### src/rtl/press_bit_serializer_pkg.sv
// Shared types for the press-driven bit serializer: FSM state encoding and
// the helper that sizes the bit index counter.
package press_bit_serializer_pkg;

    typedef enum logic {
        ST_IDLE  = 1'b0,
        ST_SHIFT = 1'b1
    } state_t;

    function automatic int idx_width(input int width);
        return $clog2(width + 1);
    endfunction

endpackage

### src/rtl/press_edge_sync.sv
// Synchronizes the debounced read level and turns each rising edge into a
// single-cycle press, suppressed until the level has been seen low once.
module press_edge_sync
    import press_bit_serializer_pkg::*;
#(
    parameter int SYNC_STAGES = 2
) (
    input  logic clk,
    input  logic reset,
    input  logic level_in,
    output logic press_out
);

    logic [SYNC_STAGES-1:0] sync_q;
    logic [SYNC_STAGES-1:0] fill_q;
    logic                   prev_level;
    logic                   armed;
    logic                   sync_level;

    assign sync_level = sync_q[SYNC_STAGES-1];

    // fill_q marks when sync_level holds a real sample rather than the reset
    // zeros, so a level held high through reset release cannot arm the detector.
    always_ff @(posedge clk or negedge reset) begin
        if (!reset) begin
            sync_q     <= '0;
            fill_q     <= '0;
            prev_level <= 1'b0;
            armed      <= 1'b0;
        end else begin
            sync_q     <= {sync_q[SYNC_STAGES-2:0], level_in};
            fill_q     <= {fill_q[SYNC_STAGES-2:0], 1'b1};
            prev_level <= sync_level;
            if (fill_q[SYNC_STAGES-1] && !sync_level) begin
                armed <= 1'b1;
            end
        end
    end

    assign press_out = sync_level & ~prev_level & armed;

endmodule

### src/rtl/press_bit_serializer.sv
// Emits one bit of a latched word per button press, with a one-cycle
// bit_valid strobe, progress index and end-of-word done strobe.
module press_bit_serializer
    import press_bit_serializer_pkg::*;
#(
    parameter int WIDTH       = 8,
    parameter int SYNC_STAGES = 2,
    parameter bit MSB_FIRST   = 1'b1
) (
    input  logic                           clk,
    input  logic                           reset,
    input  logic                           read_level,
    input  logic                           clear,
    input  logic [WIDTH-1:0]               word_in,
    output logic                           bit_out,
    output logic                           bit_valid,
    output logic                           busy,
    output logic                           done,
    output logic [$clog2(WIDTH+1)-1:0]     bit_index
);

    localparam int IW = idx_width(WIDTH);

    state_t           state;
    logic [WIDTH-1:0] sreg;
    logic [WIDTH-1:0] shifted;
    logic             press;

    press_edge_sync #(
        .SYNC_STAGES(SYNC_STAGES)
    ) u_edge (
        .clk      (clk),
        .reset    (reset),
        .level_in (read_level),
        .press_out(press)
    );

    // The emitted bit always sits at the selected end of the register.
    always_comb begin
        shifted = MSB_FIRST ? (sreg << 1) : (sreg >> 1);
    end

    always_ff @(posedge clk or negedge reset) begin
        if (!reset) begin
            state     <= ST_IDLE;
            sreg      <= '0;
            bit_out   <= 1'b0;
            bit_valid <= 1'b0;
            busy      <= 1'b0;
            done      <= 1'b0;
            bit_index <= '0;
        end else begin
            bit_valid <= 1'b0;
            done      <= 1'b0;
            if (clear) begin
                state     <= ST_IDLE;
                busy      <= 1'b0;
                bit_index <= '0;
            end else begin
                case (state)
                    ST_IDLE: begin
                        if (press) begin
                            sreg      <= word_in;
                            bit_out   <= MSB_FIRST ? word_in[WIDTH-1] : word_in[0];
                            bit_valid <= 1'b1;
                            bit_index <= IW'(1);
                            if (WIDTH == 1) begin
                                done <= 1'b1;
                                busy <= 1'b0;
                            end else begin
                                busy  <= 1'b1;
                                state <= ST_SHIFT;
                            end
                        end else begin
                            bit_index <= '0;
                        end
                    end
                    ST_SHIFT: begin
                        if (press) begin
                            sreg      <= shifted;
                            bit_out   <= MSB_FIRST ? shifted[WIDTH-1] : shifted[0];
                            bit_valid <= 1'b1;
                            bit_index <= bit_index + IW'(1);
                            if (bit_index == IW'(WIDTH - 1)) begin
                                done  <= 1'b1;
                                busy  <= 1'b0;
                                state <= ST_IDLE;
                            end
                        end
                    end
                    default: state <= ST_IDLE;
                endcase
            end
        end
    end

endmodule

### config.mk
export PLATFORM = sky130hd
export DESIGN_NAME = press_bit_serializer
export DESIGN_NICKNAME = d
export VERILOG_FILES = /design/src/rtl/press_bit_serializer_pkg.sv /design/src/rtl/press_edge_sync.sv /design/src/rtl/press_bit_serializer.sv
export SDC_FILE = /design/constraint.sdc
export NUM_CORES = 1
export LEC_CHECK = 0
export ABC_AREA = 1
export BUFFER_PORTS_ARGS = -buffer_cell sky130_fd_sc_hd__buf_2
export CORE_UTILIZATION = 56
export DETAILED_ROUTE_END_ITERATION = 7
export PLACE_DENSITY = 0.86
export SYNTH_ARGS = -nofsm -noshare
export SYNTH_HDL_FRONTEND = slang
export SYNTH_SLANG_ARGS = --single-unit
### constraint.sdc
create_clock -name clk -period 2.4 [get_ports clk]
set_clock_uncertainty 0.1 [all_clocks]
set_input_delay 0.12 -clock clk [delete_from_list [all_inputs] [get_ports clk]]
set_output_delay 0.12 -clock clk [all_outputs]
set_load 0.005 [all_outputs]
==> run summary, run 1 <==
Setup WS pre-CTS = 1190 ps
Post-Synth Simple-Gate Area = 0.261
Worst Setup Slack, final = 1170 ps
Synth Flop Type = dfrtp_1
Count of non-filler cells in the finished layout = 156
Final Cycle Share = 0.511
Worst Path Buf+Inv = 1
CP required = 2530 ps
Post-synth top cells = 40 x nand2_1, 22 x dfrtp_1, 10 x inv_1, 7 x o21ai_0
Crit start category = register
Crit path DAT = 1360 ps
Antenna-violating nets left = 0
EDFF count, synth = 0
Most frequent cell after synthesis = nand2_1
CP max stage delay = 440 ps
Via-to-Cell Ratio = 4.74
VDD IR max = 0.000459 V
Synth Area in XOR/XNOR = 0
Post-DP HPWL = 1260 um
Clock transition at path regs = 110 ps
Max-cap violations = 0
Max-slew violation count = 0
IO buf count = 19
Initial core utilization = 0.629
Initial antenna violation count = 0
CP endpoint kind = register
Setup TNS = 0 ps
Storage cell area = 551 um2
CTS Buffer Depth = 2
Count of cell types in the netlist = 20
Worst-Skew Late Latency = 310 ps
Critical path cell sequence = inv_2 -> nand3_4 -> nor2_8 -> o21ai_0 -> o21ai_0
Final net count = 146
PD cells = 630 nW/um2
Post-CTS setup buffers = 0
Num Clock Sinks = 22
Compound-cell area share of the yosys netlist = 0.0974
Top cells by area, synth = dfrtp_1 55%, nand2_1 15%, inv_1 3.7%, o21ai_0 3.5%, o21ai_2 3.5%
Synth warnings = 0
Drt wl/cell = 10.8 um
Worst Path Class, Setup = register to register
DP Cell Count = 149
Chip height = 44.3 um
Area delta synth->final = 16.0%
WL final = 1680 um
Mapped Nets = 121
First-pass GRT wire length = 2790 um
CP max FO = 15
Post-Synth Adder-Cell Area = 0.0125
Routability cong. = 0.838
All-Layer GR Usage = 0.201
Count of final setup violators = 0
Yosys top cell by area = dfrtp_1
DR pass1 iterations = 4
Main combinational cell family by area after synthesis = simple AND/OR/NAND/NOR gates
Share of layout cells above drive strength 1 = 0.280
Core outline area = 1590 um2
Crit path time final = 1230 ps
Cts bufs inserted = 3
Slowest cell on the critical path = dfrtp_1
Leakage Power = 0.615 nW
H-tree lvl count = 1
CP delay by family, top = flip-flops
# IOs = 20
Mean area per synthesized cell = 9.28 um2
Synth Instances = 108
Post-cts sizing count = 0
Fmax achieved = 815 MHz
# rows = 14
DRT iter0 DRCs = 14
Final-report hold violation count = 0
Asr flop ratio synth = 1.00
Area of the multi-input gates = 375 um2
RSZ-0062 raised after global routing = false
Hold Path Class = primary input to register
Residual DRC = 0
Filler instances = 126
N_diodes = 0
Vias in the first global route = 691
Largest net degree at the start of global routing = 23
Seq cells post-synth = 22
Post-Syn Area = 1000 um2
CTS root buf = clkbuf_4
CP most frequent cell = o21ai_0
Synth top area share = 0.549
Via count = 739
Die ar. = 1960 um2
Grt ovf = 0
Post-synthesis sequential area ratio = 0.549
CTS tree = yes
Post-synthesis mux area share = 0
Die W = 44.3 um
Status = complete, no violations
## registers in the layout, indices dropped and copies added (netlist names)
| name | flops |
|---|---|
| sreg | 7 |
| bit_index | 4 |
| bit_valid | 1 |
| done | 1 |
| u_edge.armed | 1 |
| state | 1 |
| u_edge.fill_q | 2 |
| bit_out | 1 |
| busy | 1 |
| u_edge.prev_level | 1 |
| u_edge.sync_q | 2 |
## cell usage in the layout, fill, tap and decap left out
master,n
nand4_1,1
o21ai_2,4
dfrtp_1,22
clkbuf_8,1
nand2_2,4
conb_1,1
o21ai_0,7
buf_2,19
nand2_1,40
inv_1,10
nand3_4,1
clkbuf_4,3
dlygate4sd3_1,3
a21oi_1,1
nor2_4,2
o21ai_1,3
nand3_1,1
nor2_1,4
o21bai_1,1
inv_2,2
nor2_8,1
ha_1,1
## worst paths after layout
kind,cells past startpoint,slack [ps],from,end
setup / recovery,5,1170,u_edge.prev_level,bit_index[0]
hold / removal,5,20,word_in[1],sreg[1]
setup reg to reg,5,1170,u_edge.prev_level,bit_index[0]
hold reg to reg,0,260,u_edge.fill_q[0],u_edge.fill_q[1]
max in group asynchronous,2,1690,reset,sreg[5]
min in group asynchronous,2,190,reset,done
## cell families after synthesis
kind of cell | Yosys count
other | 1
AOI/OAI and AO/OA | 16
and+or+nand+nor | 54
buffers and inverters | 14
adders and majority gates | 1
DFF | 22
## repair_timing
action,CTS,global route
endpoints found under the setup margin,0,0
hold buffers,3,0
hold endpoints to repair,24,0
## worst register-to-register path, stage by stage (launching register included)
cell,delay (ps)
dfrtp_1,440
inv_2,80
nand3_4,100
nor2_8,230
o21ai_0,120
o21ai_0,80
## metal layers
| metal | up-vias | share of wire | wire [um] | global-route usage |
|---|---|---|---|---|
| met5 | - | 0 | 0 | 0 |
| met4 | 0 | 0.024 | 40 | 0.127 |
| met3 | 5 | 0.039 | 65 | 0.0367 |
| met2 | 23 | 0.46 | 776 | 0.309 |
| met1 | 331 | 0.47 | 797 | 0.263 |
| li1 | 380 | - | - | - |
## power breakdown
group	leakage (nW)	internal (mW)	total, mW	switching (mW)
Clock	0.0210	0.0927	0.202	0.109
Combinational	0.318	0.0437	0.106	0.0621
Sequential	0.276	0.406	0.424	0.0178
Total	0.615	0.543	0.732	0.189
## metrics by stage
stage | total power [mW] | instance area [um2] | utilization | hold slack, ps
4_1_cts | 0.738 | 1160 | 0.729 | 16.3
3_3_place_gp | 0.530 | 1100 | 0.688 | -3.09
2_1_floorplan | 0.501 | 1000 | - | -276
3_5_place_dp | 0.535 | 1100 | 0.688 | 5.51
6_report | 0.732 | 1160 | 0.729 | 20.2
5_1_grt | 0.768 | 1160 | 0.729 | 21.5
## final cells by class
cell class / instances / area share
clock buffer: 4 / 0.0312
multi-input combinational: 72 / 0.323
tap: 24 / 0.0258
sequential: 22 / 0.474
timing repair buffer: 22 / 0.108
inverter: 12 / 0.0388
Note: power is estimated with default switching activity, not from simulation.
==> inputs of run 2 (changes only) <==
--- a/config.mk
+++ b/config.mk
@@ -7,9 +7,9 @@
 export LEC_CHECK = 0
 export ABC_AREA = 1
 export BUFFER_PORTS_ARGS = -buffer_cell sky130_fd_sc_hd__buf_2
-export CORE_UTILIZATION = 56
+export CORE_UTILIZATION = 47
 export DETAILED_ROUTE_END_ITERATION = 7
-export PLACE_DENSITY = 0.86
+export PLACE_DENSITY = 0.78
 export SYNTH_ARGS = -nofsm -noshare
 export SYNTH_HDL_FRONTEND = slang
 export SYNTH_SLANG_ARGS = --single-unit
==> constraint.sdc (replaced) <==
create_clock -name clk -period 1 [get_ports clk]
set_clock_uncertainty 0.1 [all_clocks]
set_input_delay 0.05 -clock clk [delete_from_list [all_inputs] [get_ports clk]]
set_output_delay 0.05 -clock clk [all_outputs]
set_load 0.005 [all_outputs]
==> run summary, run 2 (same netlist as run 1, synthesis figures left out) <==
Core outline area = 1980 um2 (+24%)
Clock transition at path regs = 120 ps (about the same)
Regs by FF count = sreg (7), bit_index (4)
Max-cap violations = 0 (unchanged)
Crit start category = register
H-tree lvl count = 1 (unchanged)
Worst-Skew Late Latency = 310 ps (about the same)
DR WL met3 = 87 um (+34%)
Drt wl/cell = 12.3 um (+14%)
Grt ovf = 0 (unchanged)
Via count = 857 (+16%)
Hold Path Class = primary input to register
Max Used Layer = met4
Final-report hold violation count = 0 (unchanged)
Num Clock Sinks = 22 (unchanged)
Hold_buf cts = 10 (+7)
Die W = 48.2 um (+8.7%)
N_diodes = 0 (unchanged)
Initial core utilization = 0.506 (-0.123)
Worst Path Class, Setup = register to register
Commonest non-fill, non-tap cell in the layout = nand2_1
Final hold slack = 11.0 ps (-9.24 ps)
Routability cong. = 0.887 (+5.9%)
All-Layer GR Usage = 0.212 (+0.0111)
VDD IR max = 0.000945 V (+110%)
Area of the multi-input gates = 430 um2 (+15%)
Crit path DAT = 1340 ps (-20 ps)
Area post-placement = 1170 um2 (+7.2%)
Most frequent cells in the layout = 32 x nand2_1, 20 x dfrtp_1, 18 x buf_2
Final net count = 166 (+14%)
Leakage Power = 0.739 nW (+20%)
CP required = 1140 ps (-1390 ps)
Residual DRC = 0 (unchanged)
Crit path time final = 1200 ps (-28.8 ps)
CTS root buf = clkbuf_4
CTS Buffer Depth = 2 (unchanged)
IO buf count = 19 (unchanged)
Post-DP HPWL = 1340 um (+5.8%)
First-pass GRT wire length = 3340 um (+20%)
Vias in the first global route = 797 (+15%)
Setup TNS = -2440 ps (-2440 ps)
Area delta synth->final = 47.4%
DR pass1 iterations = 4 (unchanged)
Final Cell Area = 1480 um2 (+27%)
Antenna-violating nets left = 0 (unchanged)
Status = complete, but fails checks
Count of final setup violators = 20 (+20)
Max FFs per register = 7 (unchanged)
Die ar. = 2320 um2 (+18%)
Met2 wire len = 1120 um (+44%)
Filler instances = 136 (+7.9%)
Initial antenna violation count = 0 (unchanged)
M1 wire length = 933 um (+17%)
Largest net degree at the start of global routing = 23 (unchanged)
DRT iter0 DRCs = 15 (+1)
Chip height = 48.2 um (+8.7%)
Final Cycle Share = 1.20 (+0.687)
CP max FO = 4 (-11)
PD cells = 1400 nW/um2 (+120%)
WL final = 2200 um (+31%)
# IOs = 20 (unchanged)
Final Power = 2.07 mW (+180%)
Worst Setup Slack, final = -199 ps (-1370 ps)
Storage cell area = 553 um2 (+0.45%)
Share of layout cells above drive strength 1 = 0.428 (+0.147)
Failing checks = setup timing
RSZ-0062 raised after global routing = true
Setup WS pre-CTS = -138 ps (-1330 ps)
Most flop-heavy register = sreg
Fmax achieved = 834 MHz (+2.4%)
Max-slew violation count = 0 (unchanged)
# rows = 16 (+2)
Via-to-Cell Ratio = 4.79 (+1.1%)
Cts bufs inserted = 3 (unchanged)
CTS tree = yes
CP endpoint kind = register
[run 2: through the flow]
stage | util | instances
final | 0.746 | 179
after global routing | 0.746 | 179
after CTS | 0.713 | 177
after detailed placement | 0.593 | 158
after global placement | 0.593 | 158
after floorplan | - | 108
[run 2: worst paths after layout]
kind	start	end	slack, ps	cells after the start
worst max-delay path	u_edge.sync_q[1]	bit_index[3]	-200	6
worst min-delay path	clear	bit_index[3]	10	4
worst max register to register	u_edge.sync_q[1]	bit_index[3]	-200	6
worst min register to register	u_edge.sync_q[0]	u_edge.sync_q[1]	260	0
max in group asynchronous	reset	state	360	2
min in group asynchronous	reset	bit_valid	100	2
[run 2: repair_timing]
item / in CTS / in global routing
gates cloned: 1 / 1
gates resized for setup: 13 / 11
setup buffers: 4 / 1
setup endpoints to repair: 20 / 24
pin swaps: 9 / 3
endpoints found under the hold margin: 32 / 1
[run 2: power breakdown]
group | internal, mW | total (mW) | switching [mW]
clock network | 0.405 | 0.678 | 0.273
logic | 0.183 | 0.368 | 0.184
registers | 0.977 | 1.03 | 0.0494
total | 1.57 | 2.07 | 0.506
[run 2: area by class of cell]
cell class,count,area share
repair buffers,41,0.239
flip-flops and latches,22,0.374
multi-input cells,72,0.291
clock inverters,1,0.0203
repair inverters,1,0.00508
clock buffers,3,0.0152
well taps,27,0.0229
inverters,12,0.0322
[run 2: routing by layer]
metal / track usage / up-vias
met2: 0.341 / 29
met4: 0.122 / 0
met1: 0.265 / 398
li1: - / 422
met3: 0.0407 / 8
met5: 0 / -
[run 2: critical path, cell delays in order (launching register included)]
cell	delay, ps
dfrtp_1	450
nand2_2	90
nor2_4	200
nand2_2	100
nand2_1	60
nand2_1	50
nor2_1	90
==> inputs of run 3 (changes only) <==
--- a/config.mk
+++ b/config.mk
@@ -13,3 +13,4 @@
 export SYNTH_ARGS = -nofsm -noshare
 export SYNTH_HDL_FRONTEND = slang
 export SYNTH_SLANG_ARGS = --single-unit
+export TNS_END_PERCENT = 50
==> run summary, run 3 (same netlist as run 1, synthesis figures left out) <==
Status = complete, but fails checks
Failing checks = setup timing
M1 wire length = 885 um (-5.1%)
Commonest non-fill, non-tap cell in the layout = nand2_1
Final Cycle Share = 1.15 (-0.0500)
Crit path time final = 1150 ps (-50.0 ps)
Via count = 831 (-3.0%)
# rows = 16 (unchanged)
Crit path DAT = 1290 ps (-50 ps)
Crit start category = register
Worst Setup Slack, final = -148 ps (+50.0 ps)
CP most frequent cell = nand2_1
Num Clock Sinks = 22 (unchanged)
Post-DP HPWL = 1320 um (-1.4%)
Routability cong. = 0.819 (-7.6%)
CP required = 1140 ps (about the same)
Final-report hold violation count = 0 (unchanged)
Largest net degree at the start of global routing = 23 (unchanged)
Most flop-heavy register = sreg
First-pass GRT wire length = 3190 um (-4.3%)
WL final = 2070 um (-5.9%)
VDD IR max = 0.000941 V (-0.44%)
Count of final setup violators = 18 (-10%)
DRT iter0 DRCs = 6 (-9)
N_diodes = 0 (unchanged)
DR WL met3 = 55 um (-37%)
Via-to-Cell Ratio = 4.69 (-1.9%)
Die W = 48.2 um (unchanged)
H-tree lvl count = 1 (unchanged)
Initial core utilization = 0.506 (unchanged)
Share of layout cells above drive strength 1 = 0.380 (-0.0476)
Vias in the first global route = 744 (-6.6%)
Regs by FF count = sreg (7), bit_index (4)
DP Cell Count = 157 (-0.63%)
Hold Path Depth = 4 (unchanged)
Initial antenna violation count = 0 (unchanged)
Max-cap violations = 0 (unchanged)
Filler instances = 153 (+13%)
Hold Path Class = primary input to register
PD cells = 1320 nW/um2 (-5.6%)
Area delta synth->final = 39.2%
Max-slew violation count = 0 (unchanged)
Most frequent cells in the layout = 33 x nand2_1, 22 x dfrtp_1, 18 x buf_2
Leakage Power = 0.719 nW (-2.7%)
Final net count = 164 (-1.2%)
CTS tree = yes
DR pass1 iterations = 4 (unchanged)
CP max stage delay = 410 ps (-40 ps)
# IOs = 20 (unchanged)
IO buf count = 19 (unchanged)
Met2 wire len = 1100 um (-1.3%)
Clock transition at path regs = 120 ps (about the same)
Max Used Layer = met4
Slowest cell on the critical path = dfrtp_1
Count of non-filler cells in the finished layout = 177 (-1.1%)
CTS root buf = clkbuf_4
Antenna-violating nets left = 0 (unchanged)
CP max FO = 5 (+1)
Worst Path Class, Setup = register to register
Drt wl/cell = 11.7 um (-4.8%)
Final core utilization = 0.704 (-0.0417)
Residual DRC = 0 (unchanged)
Fmax achieved = 871 MHz (+4.4%)
Grt ovf = 0 (unchanged)
R2R cell count = 6 (unchanged)
Die ar. = 2320 um2 (unchanged)
CP endpoint kind = register
RSZ-0062 raised after global routing = true
Max FFs per register = 7 (unchanged)
Worst-Skew Late Latency = 300 ps (about the same)
All-Layer GR Usage = 0.207 (-0.00557)
CTS Buffer Depth = 2 (unchanged)
Chip height = 48.2 um (unchanged)
Cts bufs inserted = 3 (unchanged)
Core outline area = 1980 um2 (unchanged)
Critical path cell sequence = inv_2 -> nand3_4 -> nor2_8 -> buf_12 -> nand2_1 -> nand2_1
-- run 3: changes by cell type in the layout (fill, tap and decap cells not counted), sizes merged --
cell	previous run	this run
buf	30	29
bufinv	1	0
clkinvlp	1	0
nor2	7	8
-- run 3: worst paths after layout --
check,startpoint,endpoint,slack [ps]
hold reg to reg,u_edge.sync_q[0],u_edge.sync_q[1],260
setup / recovery,u_edge.prev_level,bit_out,-150
hold / removal,clear,bit_index[3],70
min in group asynchronous,reset,bit_index[3],130
max in group asynchronous,reset,u_edge.prev_level,350
setup reg to reg,u_edge.prev_level,bit_out,-150
-- run 3: power breakdown --
group / switching (mW) / leakage (nW) / total [mW] / internal (mW)
Sequential: 0.0428 / 0.276 / 1.02 / 0.976
Clock: 0.256 / 0.0210 / 0.477 / 0.222
Combinational: 0.189 / 0.422 / 0.352 / 0.163
Total: 0.487 / 0.719 / 1.85 / 1.36
-- run 3: routing by layer --
layer | track usage | vias to the layer above
met2 | 0.365 | 18
met4 | 0.0889 | 0
met1 | 0.251 | 391
li1 | - | 418
met5 | 0 | -
met3 | 0.0259 | 4
-- run 3: per-stage QoR --
| step | TNS [ps] | setup WS (ps) | cell area, um2 | power (mW) | hold slack [ps] |
|---|---|---|---|---|---|
| after floorplan | -788 | -81.9 | 1010 | 1.20 | -346 |
| after global placement | -1180 | -108 | 1140 | 1.29 | -55.8 |
| after detailed placement | -1630 | -166 | 1140 | 1.31 | -57.7 |
| after CTS | -2150 | -149 | 1370 | 1.85 | 59.1 |
| after global routing | -3310 | -218 | 1400 | 1.95 | 79.5 |
| final | -2050 | -148 | 1400 | 1.85 | 71.4 |
-- run 3: critical path: cells and delay by family, from the launching register on --
family | cells | cell delay, ps
buffers and inverters | 2 | 200
AND/OR/NAND/NOR | 4 | 390
flip-flops | 1 | 410
-- run 3: area by class of cell --
cell class	count	area [um2]	area share
tap	27	33.8	0.0242
multi-input combinational	73	419	0.300
timing repair buffer	39	308	0.221
sequential	22	551	0.395
clock buffer	4	36.3	0.0260
inverter	12	47.5	0.0341
-- run 3: repair_timing --
action	in CTS	in global routing
setup buffers	5	0
pin swaps	3	6
gates cloned	1	0
hold endpoints to repair	31	0
hold buffers	10	0
endpoints found under the setup margin	20	22
resized for setup	9	9
